[src/rtl/dmem_lsu_pkg.sv]
// Shared encodings, FSM state type and default constants for the data-memory LSU.
package dmem_lsu_pkg;

  localparam int DATA_W                 = 32;
  localparam int DEFAULT_TIMEOUT_CYCLES = 255;

  localparam logic [1:0] SIZE_BYTE = 2'b00;
  localparam logic [1:0] SIZE_HALF = 2'b01;
  localparam logic [1:0] SIZE_WORD = 2'b10;

  typedef enum logic [1:0] {
    ST_IDLE,
    ST_REQ,
    ST_WAIT,
    ST_RESP
  } lsu_state_e;

endpackage

[src/rtl/dmem_lsu_align.sv]
// lsu_align: byte-lane enables, store-data replication and load extraction/extension.
module lsu_align
  import dmem_lsu_pkg::*;
(
  input  logic [1:0]        size,
  input  logic [1:0]        addr_lo,
  input  logic              sign_ext,
  input  logic [DATA_W-1:0] wdata,
  input  logic [DATA_W-1:0] rdata,
  output logic [3:0]        be,
  output logic [DATA_W-1:0] wdata_rep,
  output logic [DATA_W-1:0] rdata_ext
);

  function automatic logic [DATA_W-1:0] ext_byte(input logic [7:0] v, input logic s);
    logic signed [DATA_W-1:0] sx;
    sx = $signed(v);
    if (s) return sx;
    return {{(DATA_W-8){1'b0}}, v};
  endfunction

  function automatic logic [DATA_W-1:0] ext_half(input logic [15:0] v, input logic s);
    logic signed [DATA_W-1:0] sx;
    sx = $signed(v);
    if (s) return sx;
    return {{(DATA_W-16){1'b0}}, v};
  endfunction

  logic [1:0]        lane;
  logic [DATA_W-1:0] rshift;

  // Size code 11 falls into the word branch; misaligned halves/words collapse onto legal lanes.
  always_comb begin
    lane      = 2'b00;
    be        = 4'b1111;
    wdata_rep = wdata;
    case (size)
      SIZE_BYTE: begin
        lane      = addr_lo;
        be        = 4'b0001 << addr_lo;
        wdata_rep = {4{wdata[7:0]}};
      end
      SIZE_HALF: begin
        lane      = {addr_lo[1], 1'b0};
        be        = 4'b0011 << {addr_lo[1], 1'b0};
        wdata_rep = {2{wdata[15:0]}};
      end
      default: begin
        lane      = 2'b00;
        be        = 4'b1111;
        wdata_rep = wdata;
      end
    endcase
  end

  always_comb begin
    rshift = rdata >> {lane, 3'b000};
    case (size)
      SIZE_BYTE: rdata_ext = ext_byte(rshift[7:0], sign_ext);
      SIZE_HALF: rdata_ext = ext_half(rshift[15:0], sign_ext);
      default:   rdata_ext = rshift;
    endcase
  end

endmodule

[src/rtl/dmem_lsu.sv]
// dmem_lsu: single-outstanding load/store unit in front of a word-wide memory.
// Optional build macro DMEM_MISALIGN_TRAP_EN: misaligned accesses return an error without touching memory.
module dmem_lsu
  import dmem_lsu_pkg::*;
#(
  parameter int TIMEOUT_CYCLES = DEFAULT_TIMEOUT_CYCLES
) (
  input  logic              clk,
  input  logic              rst_n,
  input  logic              req_valid,
  output logic              req_ready,
  input  logic              req_we,
  input  logic [1:0]        req_size,
  input  logic              req_signed,
  input  logic [31:0]       req_addr,
  input  logic [DATA_W-1:0] req_wdata,
  output logic              resp_valid,
  output logic [DATA_W-1:0] resp_rdata,
  output logic              resp_err,
  output logic              mem_req,
  output logic              mem_we,
  output logic [3:0]        mem_be,
  output logic [31:0]       mem_addr,
  output logic [DATA_W-1:0] mem_wdata,
  input  logic              mem_gnt,
  input  logic              mem_rvalid,
  input  logic [DATA_W-1:0] mem_rdata
);

  localparam int CNT_W = (TIMEOUT_CYCLES > 1) ? $clog2(TIMEOUT_CYCLES) : 1;
  localparam logic [CNT_W-1:0] CNT_LAST = CNT_W'(TIMEOUT_CYCLES - 1);

  lsu_state_e state_q, state_d;

  logic              we_p0;
  logic [1:0]        size_p0;
  logic              sign_p0;
  logic [31:0]       addr_p0;
  logic [DATA_W-1:0] wdata_p0;
  logic [DATA_W-1:0] rdata_p1;
  logic              err_p1;
  logic [CNT_W-1:0]  tmo_cnt;

  logic [3:0]        be_c;
  logic [DATA_W-1:0] wdata_rep_c;
  logic [DATA_W-1:0] rdata_ext_c;
  logic              misalign;
  logic              accept;
  logic              timeout;

`ifdef DMEM_MISALIGN_TRAP_EN
  always_comb begin
    case (req_size)
      SIZE_BYTE: misalign = 1'b0;
      SIZE_HALF: misalign = req_addr[0];
      default:   misalign = |req_addr[1:0];
    endcase
  end
`else
  assign misalign = 1'b0;
`endif

  assign accept  = (state_q == ST_IDLE) && req_valid;
  assign timeout = (state_q == ST_WAIT) && !mem_rvalid && (tmo_cnt == CNT_LAST);

  lsu_align u_align (
    .size      (size_p0),
    .addr_lo   (addr_p0[1:0]),
    .sign_ext  (sign_p0),
    .wdata     (wdata_p0),
    .rdata     (mem_rdata),
    .be        (be_c),
    .wdata_rep (wdata_rep_c),
    .rdata_ext (rdata_ext_c)
  );

  always_ff @(posedge clk or negedge rst_n) begin
    if (!rst_n) state_q <= ST_IDLE;
    else        state_q <= state_d;
  end

  always_comb begin
    state_d = state_q;
    case (state_q)
      ST_IDLE: if (req_valid) state_d = misalign ? ST_RESP : ST_REQ;
      ST_REQ:  if (mem_gnt)   state_d = we_p0 ? ST_RESP : ST_WAIT;
      ST_WAIT: if (mem_rvalid || timeout) state_d = ST_RESP;
      ST_RESP: state_d = ST_IDLE;
      default: state_d = ST_IDLE;
    endcase
  end

  // Stage p0: request capture at acceptance
  always_ff @(posedge clk) begin
    if (accept) begin
      we_p0    <= req_we;
      size_p0  <= req_size;
      sign_p0  <= req_signed;
      addr_p0  <= req_addr;
      wdata_p0 <= req_wdata;
    end
  end

  // Stage p1: response data, error flag and WAIT timeout counter
  always_ff @(posedge clk) begin
    if (accept)                                     rdata_p1 <= '0;
    else if ((state_q == ST_WAIT) && mem_rvalid)    rdata_p1 <= rdata_ext_c;
  end

  always_ff @(posedge clk or negedge rst_n) begin
    if (!rst_n) begin
      err_p1  <= 1'b0;
      tmo_cnt <= '0;
    end else begin
      if (accept)       err_p1 <= misalign;
      else if (timeout) err_p1 <= 1'b1;
      if ((state_q == ST_REQ) && mem_gnt)
        tmo_cnt <= '0;
      else if ((state_q == ST_WAIT) && !mem_rvalid && !timeout)
        tmo_cnt <= tmo_cnt + CNT_W'(1);
    end
  end

  // Data-bearing outputs are gated by state so they read zero outside their phase and in reset.
  assign req_ready  = (state_q == ST_IDLE);
  assign resp_valid = (state_q == ST_RESP);
  assign resp_err   = (state_q == ST_RESP) && err_p1;
  assign resp_rdata = (state_q == ST_RESP) ? rdata_p1 : '0;
  assign mem_req    = (state_q == ST_REQ);
  assign mem_we     = (state_q == ST_REQ) && we_p0;
  assign mem_be     = (state_q == ST_REQ) ? be_c : 4'b0000;
  assign mem_addr   = (state_q == ST_REQ) ? {addr_p0[31:2], 2'b00} : 32'h0;
  assign mem_wdata  = (state_q == ST_REQ) ? wdata_rep_c : '0;

endmodule

[config.mk]
export PLATFORM = sky130hd
export DESIGN_NAME = dmem_lsu
export DESIGN_NICKNAME = d
export VERILOG_FILES = /design/src/rtl/dmem_lsu_pkg.sv /design/src/rtl/dmem_lsu_align.sv /design/src/rtl/dmem_lsu.sv
export SDC_FILE = /design/constraint.sdc
export NUM_CORES = 1
export LEC_CHECK = 0
export BUFFER_PORTS_ARGS = -buffer_cell sky130_fd_sc_hd__buf_4
export CORE_MARGIN = 4
export CORE_UTILIZATION = 44
export CTS_CLUSTER_DIAMETER = 40
export DETAILED_ROUTE_END_ITERATION = 8
export GPL_TIMING_DRIVEN = 0
export PLACE_DENSITY = 0.77
export SETUP_SLACK_MARGIN = 0.2
export SYNTH_ARGS = -nofsm -noshare
export SYNTH_HDL_FRONTEND = slang
export SYNTH_SLANG_ARGS = --single-unit
export TNS_END_PERCENT = 30
[constraint.sdc]
create_clock -name clk -period 3.06 [get_ports clk]
set_clock_uncertainty 0.2 [all_clocks]
set_input_delay 0 -clock clk [delete_from_list [all_inputs] [get_ports clk]]
set_output_delay 0 -clock clk [all_outputs]
set_load 0.005 [all_outputs]
# Word level (Yosys, flattened, before mapping)
# Cells that the tools add are included.
# word_totals
register_bits,111
latch_bits,0
ramBits,0
mem_bits_ro,0
memories,0
# classes
addsub,1
n_mul,0
div,0
n_lt_le_gt_ge,0
eq_ne,8
shifts,3
muxes,24
bitwise_logic,0
n_reduce_logical,16
# op_table
operator,count
$mux W32,7
$pmux W32 S2,2
$shr A32 B5 Y32,1
$mux W8,2
$add A8 B1 Y8 const B,1
$eq A8 B8 Y1 const B,1
$logic_and A1 B1 Y1,8
$pmux W2 S4,1
$pmux W4 S2,1
$mux W1,6
$mux W2,3
$eq A2 B1 Y1 const B,2
$eq A2 B2 Y1 const B,2
$logic_not A2 Y1,2
$mux W4,1
$ne A2 B2 Y1 const B,2
$pmux W2 S2,1
$reduce_bool A2 Y1,2
$shl A1 B2 Y4 const A,1
$shl A2 B2 Y4 const A,1
$reduce_and A3 Y1,1
$logic_not A1 Y1,2
$ne A2 B1 Y1 const B,1
$logic_or A1 B1 Y1,1

# Longest topological paths before layout
# logic_depth
ltp_word,7
mapped_depth,7
ltp_nobuf,7

# Cells and area by module
# Synthesis repeated with hierarchy kept, for this count alone.
# hier_totals
hier_cells,531
area_unflattened_um2,5736.8
# modules_own_cells
module,n_inst,cells_each,area_each_um2
dmem_lsu,1,389,4494.3
lsu_align,1,142,1242.4

# Worst setup path before layout
# Ideal clock, no wire load.
# synth_timing
path_type,register to register
from,register state_q[0]
to,register rdata_p1[0]
setup_time_ps,118
arrival_ps,2979
path_slack_ps,-237
stages_incl_launch_ff,7
path_buffers,0
path_cell_list,dfrtp_1 inv_1 ha_1 nand2_1 inv_1 nor2_1 a22o_1
# synth_between
elab_chain_len,2
elab_cells_between_ends,4
cone_classes,1 x eq/ne; 3 x reduce/logical
# synth_rtl
element,line,rtl
start: declaration,dmem_lsu.sv:33,"lsu_state_e state_q, state_d;"
start signal: assignment,dmem_lsu.sv:79,else state_q <= state_d;
$logic_not A2 Y1,n/a,
named net req_ready,dmem_lsu.sv:11,"output logic req_ready,"
$logic_and A1 B1 Y1,dmem_lsu.sv:63,assign accept = (state_q == ST_IDLE) && req_valid;
named net accept,dmem_lsu.sv:48,logic accept;
end signal: assignment,dmem_lsu.sv:107,else if ((state_q == ST_WAIT) && mem_rvalid) rdata_p1 <= rdata_ext_c;
end: declaration,dmem_lsu.sv:40,logic [DATA_W-1:0] rdata_p1;
# The timed path passes the listed nets, and every way through them passes these cells.
# A chain may end at the register's enable or synchronous reset.

# Worst setup path after layout
# layout_timing
from,register state_q[0]
to,register rdata_p1[4]
# layout_between
elab_chain_len,2
elab_cells_between_ends,4
cone_classes,1 x eq/ne; 3 x reduce/logical
# layout_rtl
element,line
$logic_not A2 Y1,dmem_lsu.sv:63
$logic_and A1 B1 Y1,dmem_lsu.sv:63
named net accept,dmem_lsu.sv:48
# The timed path passes the listed nets, and every way through them passes these cells.

==> impl_results.md <==
- Status: completed
- Commonest non-fill, non-tap cell in the layout: buf_4
- Core Area: 0.0115 sq mm
- First-pass GRT wire length: 27,400 microns
- Final Cell Area: 0.00835 sq mm
- Global Route Usage Sum: 26.5%
- Largest net degree at the start of global routing: 43
- DRT iter0 DRCs: 495
- CP endpoint kind: flip-flop
- Hold WC Path Type: in -> reg
- Io pins: 210
- Chip height: 117 microns
- Leak pwr: 0.00367 uW
- TritonCTS clock tree: built
- Largest family of logic cells by synthesized area: simple AND/OR/NAND/NOR gates
- Final Cycle Share: 88.5%
- Post-Synth XOR/XNOR Area: 0.672%
- Final Hold Viols: 0
- Share of cells above drive strength 1: 30.4%
- Vias per cell: 5.39
- Cells after Synth: 470
- Final ANT Viol Nets: 0
- Ratio of total power to cell area: 702 mW/mm^2
- Antenna violations before repair: 0
- Detail Placement HPWL: 11,600 microns
- First drt pass iteration count: 7
- Post-route core utilization: 72.5%
- Netlist cell types: 50
- Final Wtd Congestion: 0.881
- Chip width: 117 microns
- Peak fanout along the critical path: 16
- Worst slew pin tran: 0.753 ns
- Placed inst area: 0.00698 sq mm
- Antenna diodes: 0
- Sequential-to-total area share from yosys stat: 56.7%
- Buffers on Ports: 207
- Clk slew on worst S/H paths: 0.07 ns
- WP data required: 3.16 ns
- TritonCTS Buffers: 9
- Commonest cells after routing, fill and taps aside: 210 x buf_4, 109 x dlygate4sd3_1, 82 x and2_1
- Simple-gate share of the synthesized area: 18.8%
- Post-synthesis mux area share: 6.48%
- Setup CP Type: reg -> reg
- Worst slew margin: 49.5%
- Final worst path period need: 2.71 ns
- Starting Density: 45.3%
- Grt ovf: 0
- Vias in the first global route: 5,328
- Worst skew pair latency: 0.36 ns
- RSZ-0062 raised after global routing: false
- Clk buf depth: 2
- Clock sinks: 111
- Complex-gate fraction of the synthesized area: 12.4%
- Critical Path AT: 2.81 ns
- Flop and latch count out of synthesis: 111
- Nets: 911
- Die area: 0.0137 sq mm
- Peak supply drop: 0.399 mV
- Syn Area/Cell: 11.1 sq um
- Max Clk Rate: 369 MHz
- Drt total wl: 18,100 microns
- Setup violations, final: 0
- Max_cap viols: 0
- Synth Area in Adders: 1.44%
- Mapped Area: 0.00522 sq mm
- Root Buffer: clkbuf_16
- Setup crit start kind: flip-flop
- FP Rows: 39
- Routed via count: 5,109
- Synthesis warning total: 0
- Max Slew Vio Count: 0
- H-tree levels: 3
- Drt drc: 0
- Area Growth Syn to Fin: 60.1%
- WL/cell: 19.1 microns
## flip-flops by register name (all words and copies together) (netlist names)
register,flops
err_p1,1
size_p0,2
we_p0,1
rdata_p1,32
wdata_p0,32
tmo_cnt,8
state_q,2
addr_p0,32
sign_p0,1
## kinds of logic after synthesis
logic type,count (synthesis)
flip-flops,111
XOR/XNOR,4
adder cells (fa/ha/maj),6
multiplexers,25
other,1
buffers and inverters,40
AND/OR/NAND/NOR,179
AO/OA/AOI/OAI,104
## routing by layer
| metal | global-route usage (%) | share of wire, % | up-vias |
|---|---|---|---|
| met3 | 6.74 | 8.3 | 79 |
| met2 | 45.0 | 50 | 296 |
| met5 | 0 | 0 | - |
| li1 | - | - | 2305 |
| met1 | 31.0 | 37 | 2429 |
| met4 | 13.9 | 4.1 | 0 |
## final timing paths
kind / from / endpoint / slack (ns) / depth (start not counted)
worst max-delay path: state_q[0]$_DFFE_PN0P_ / rdata_p1[4]$_SDFFE_PP0P_ / 0.35 / 6
worst min-delay path: mem_gnt / tmo_cnt[7]$_DFFE_PN0P_ / 0.04 / 4
worst max register to register: state_q[0]$_DFFE_PN0P_ / rdata_p1[4]$_SDFFE_PP0P_ / 0.35 / 6
worst min register to register: rdata_p1[2]$_SDFFE_PP0P_ / rdata_p1[2]$_SDFFE_PP0P_ / 0.27 / 1
max in group asynchronous: rst_n / tmo_cnt[1]$_DFFE_PN0P_ / 1.84 / 3
min in group asynchronous: rst_n / state_q[0]$_DFFE_PN0P_ / 0.48 / 3
## metrics by stage
| step | TNS [ns] | hold WS, ns | std cells | total power [uW] | worst slack (ns) |
|---|---|---|---|---|---|
| 2_1_floorplan | 0 | -0.496 | 471 | 3350 | 0.221 |
| 3_3_place_gp | -14.28 | -0.360 | 821 | 4430 | -0.501 |
| 3_5_place_dp | 0 | -0.359 | 822 | 4520 | 0.268 |
| 4_1_cts | 0 | 0.0381 | 947 | 5790 | 0.254 |
| 5_1_grt | 0 | 0.0998 | 948 | 6190 | 0.209 |
| 6_report | 0 | 0.0406 | 948 | 5860 | 0.351 |
## critical path: stages, from the launching register on
cell        delay [ns]
dfrtp_1           0.42
inv_1             0.10
ha_1              0.29
nand2_1           0.39
clkinvlp_4        0.54
nor2_1            0.51
a22o_1            0.21
## report_power, final
| part | internal (uW) | switching [uW] | total, uW |
|---|---|---|---|
| logic | 1250 | 1300 | 2550 |
| registers | 2020 | 183 | 2200 |
| clock network | 596 | 518 | 1110 |
| total | 3860 | 2000 | 5860 |
## synthesized netlist by cell type (all sizes together)
| master | instances | share of area (%) |
|---|---|---|
| conb | 1 | 0.072 |
| nor2 | 15 | 1.4 |
| nand2b | 3 | 0.50 |
| a32oi | 1 | 0.17 |
| o311a | 1 | 0.19 |
| or3 | 3 | 0.36 |
| mux4 | 7 | 3.0 |
| dfxtp | 32 | 12 |
| dfrtp | 11 | 5.3 |
| a221oi | 1 | 0.29 |
| xor2 | 1 | 0.17 |
| mux2i | 18 | 3.5 |
| and3 | 2 | 0.24 |
| or2 | 1 | 0.12 |
| a211oi | 3 | 0.77 |
| and4bb | 1 | 0.24 |
| a21o | 1 | 0.14 |
| nor2b | 8 | 0.96 |
| xnor2 | 3 | 0.50 |
| nor4b | 2 | 0.34 |
| a22o | 8 | 1.3 |
| buf | 10 | 1.3 |
| a21oi | 32 | 3.1 |
| and2 | 83 | 10 |
| inv | 11 | 0.79 |
| o211a | 1 | 0.19 |
| ha | 6 | 1.4 |
| o21ai | 40 | 3.8 |
| and2b | 1 | 0.14 |
| nand4 | 1 | 0.12 |
| o2111ai | 1 | 0.17 |
| a21boi | 8 | 1.2 |
| nor3 | 2 | 0.19 |
| nand2 | 55 | 4.0 |
| edfxtp | 68 | 39 |
| o21a | 1 | 0.14 |
| clkbuf | 19 | 1.4 |
| nor4 | 1 | 0.12 |
| a22oi | 6 | 0.86 |
| nand3 | 1 | 0.096 |
## area by class of cell
cell class,instances,area [sq um]
Clock buffer,13,262
Inverter,11,45.0
Clock inverter,3,11.3
Multi-Input combinational cell,320,2090
Timing Repair inverter,1,5.00
Timing Repair Buffer,317,2670
Tap cell,143,179
Fill cell,753,3170
Sequential cell,111,2960
Buffer,29,139
## what timing repair did
action	in CTS	in global routing
setup endpoints to repair	0	22
hold endpoints to repair	113	0
setup buffers	0	0
gates resized for setup	0	1
hold buffers	109	0
Note: power is estimated with default switching activity, not from simulation.
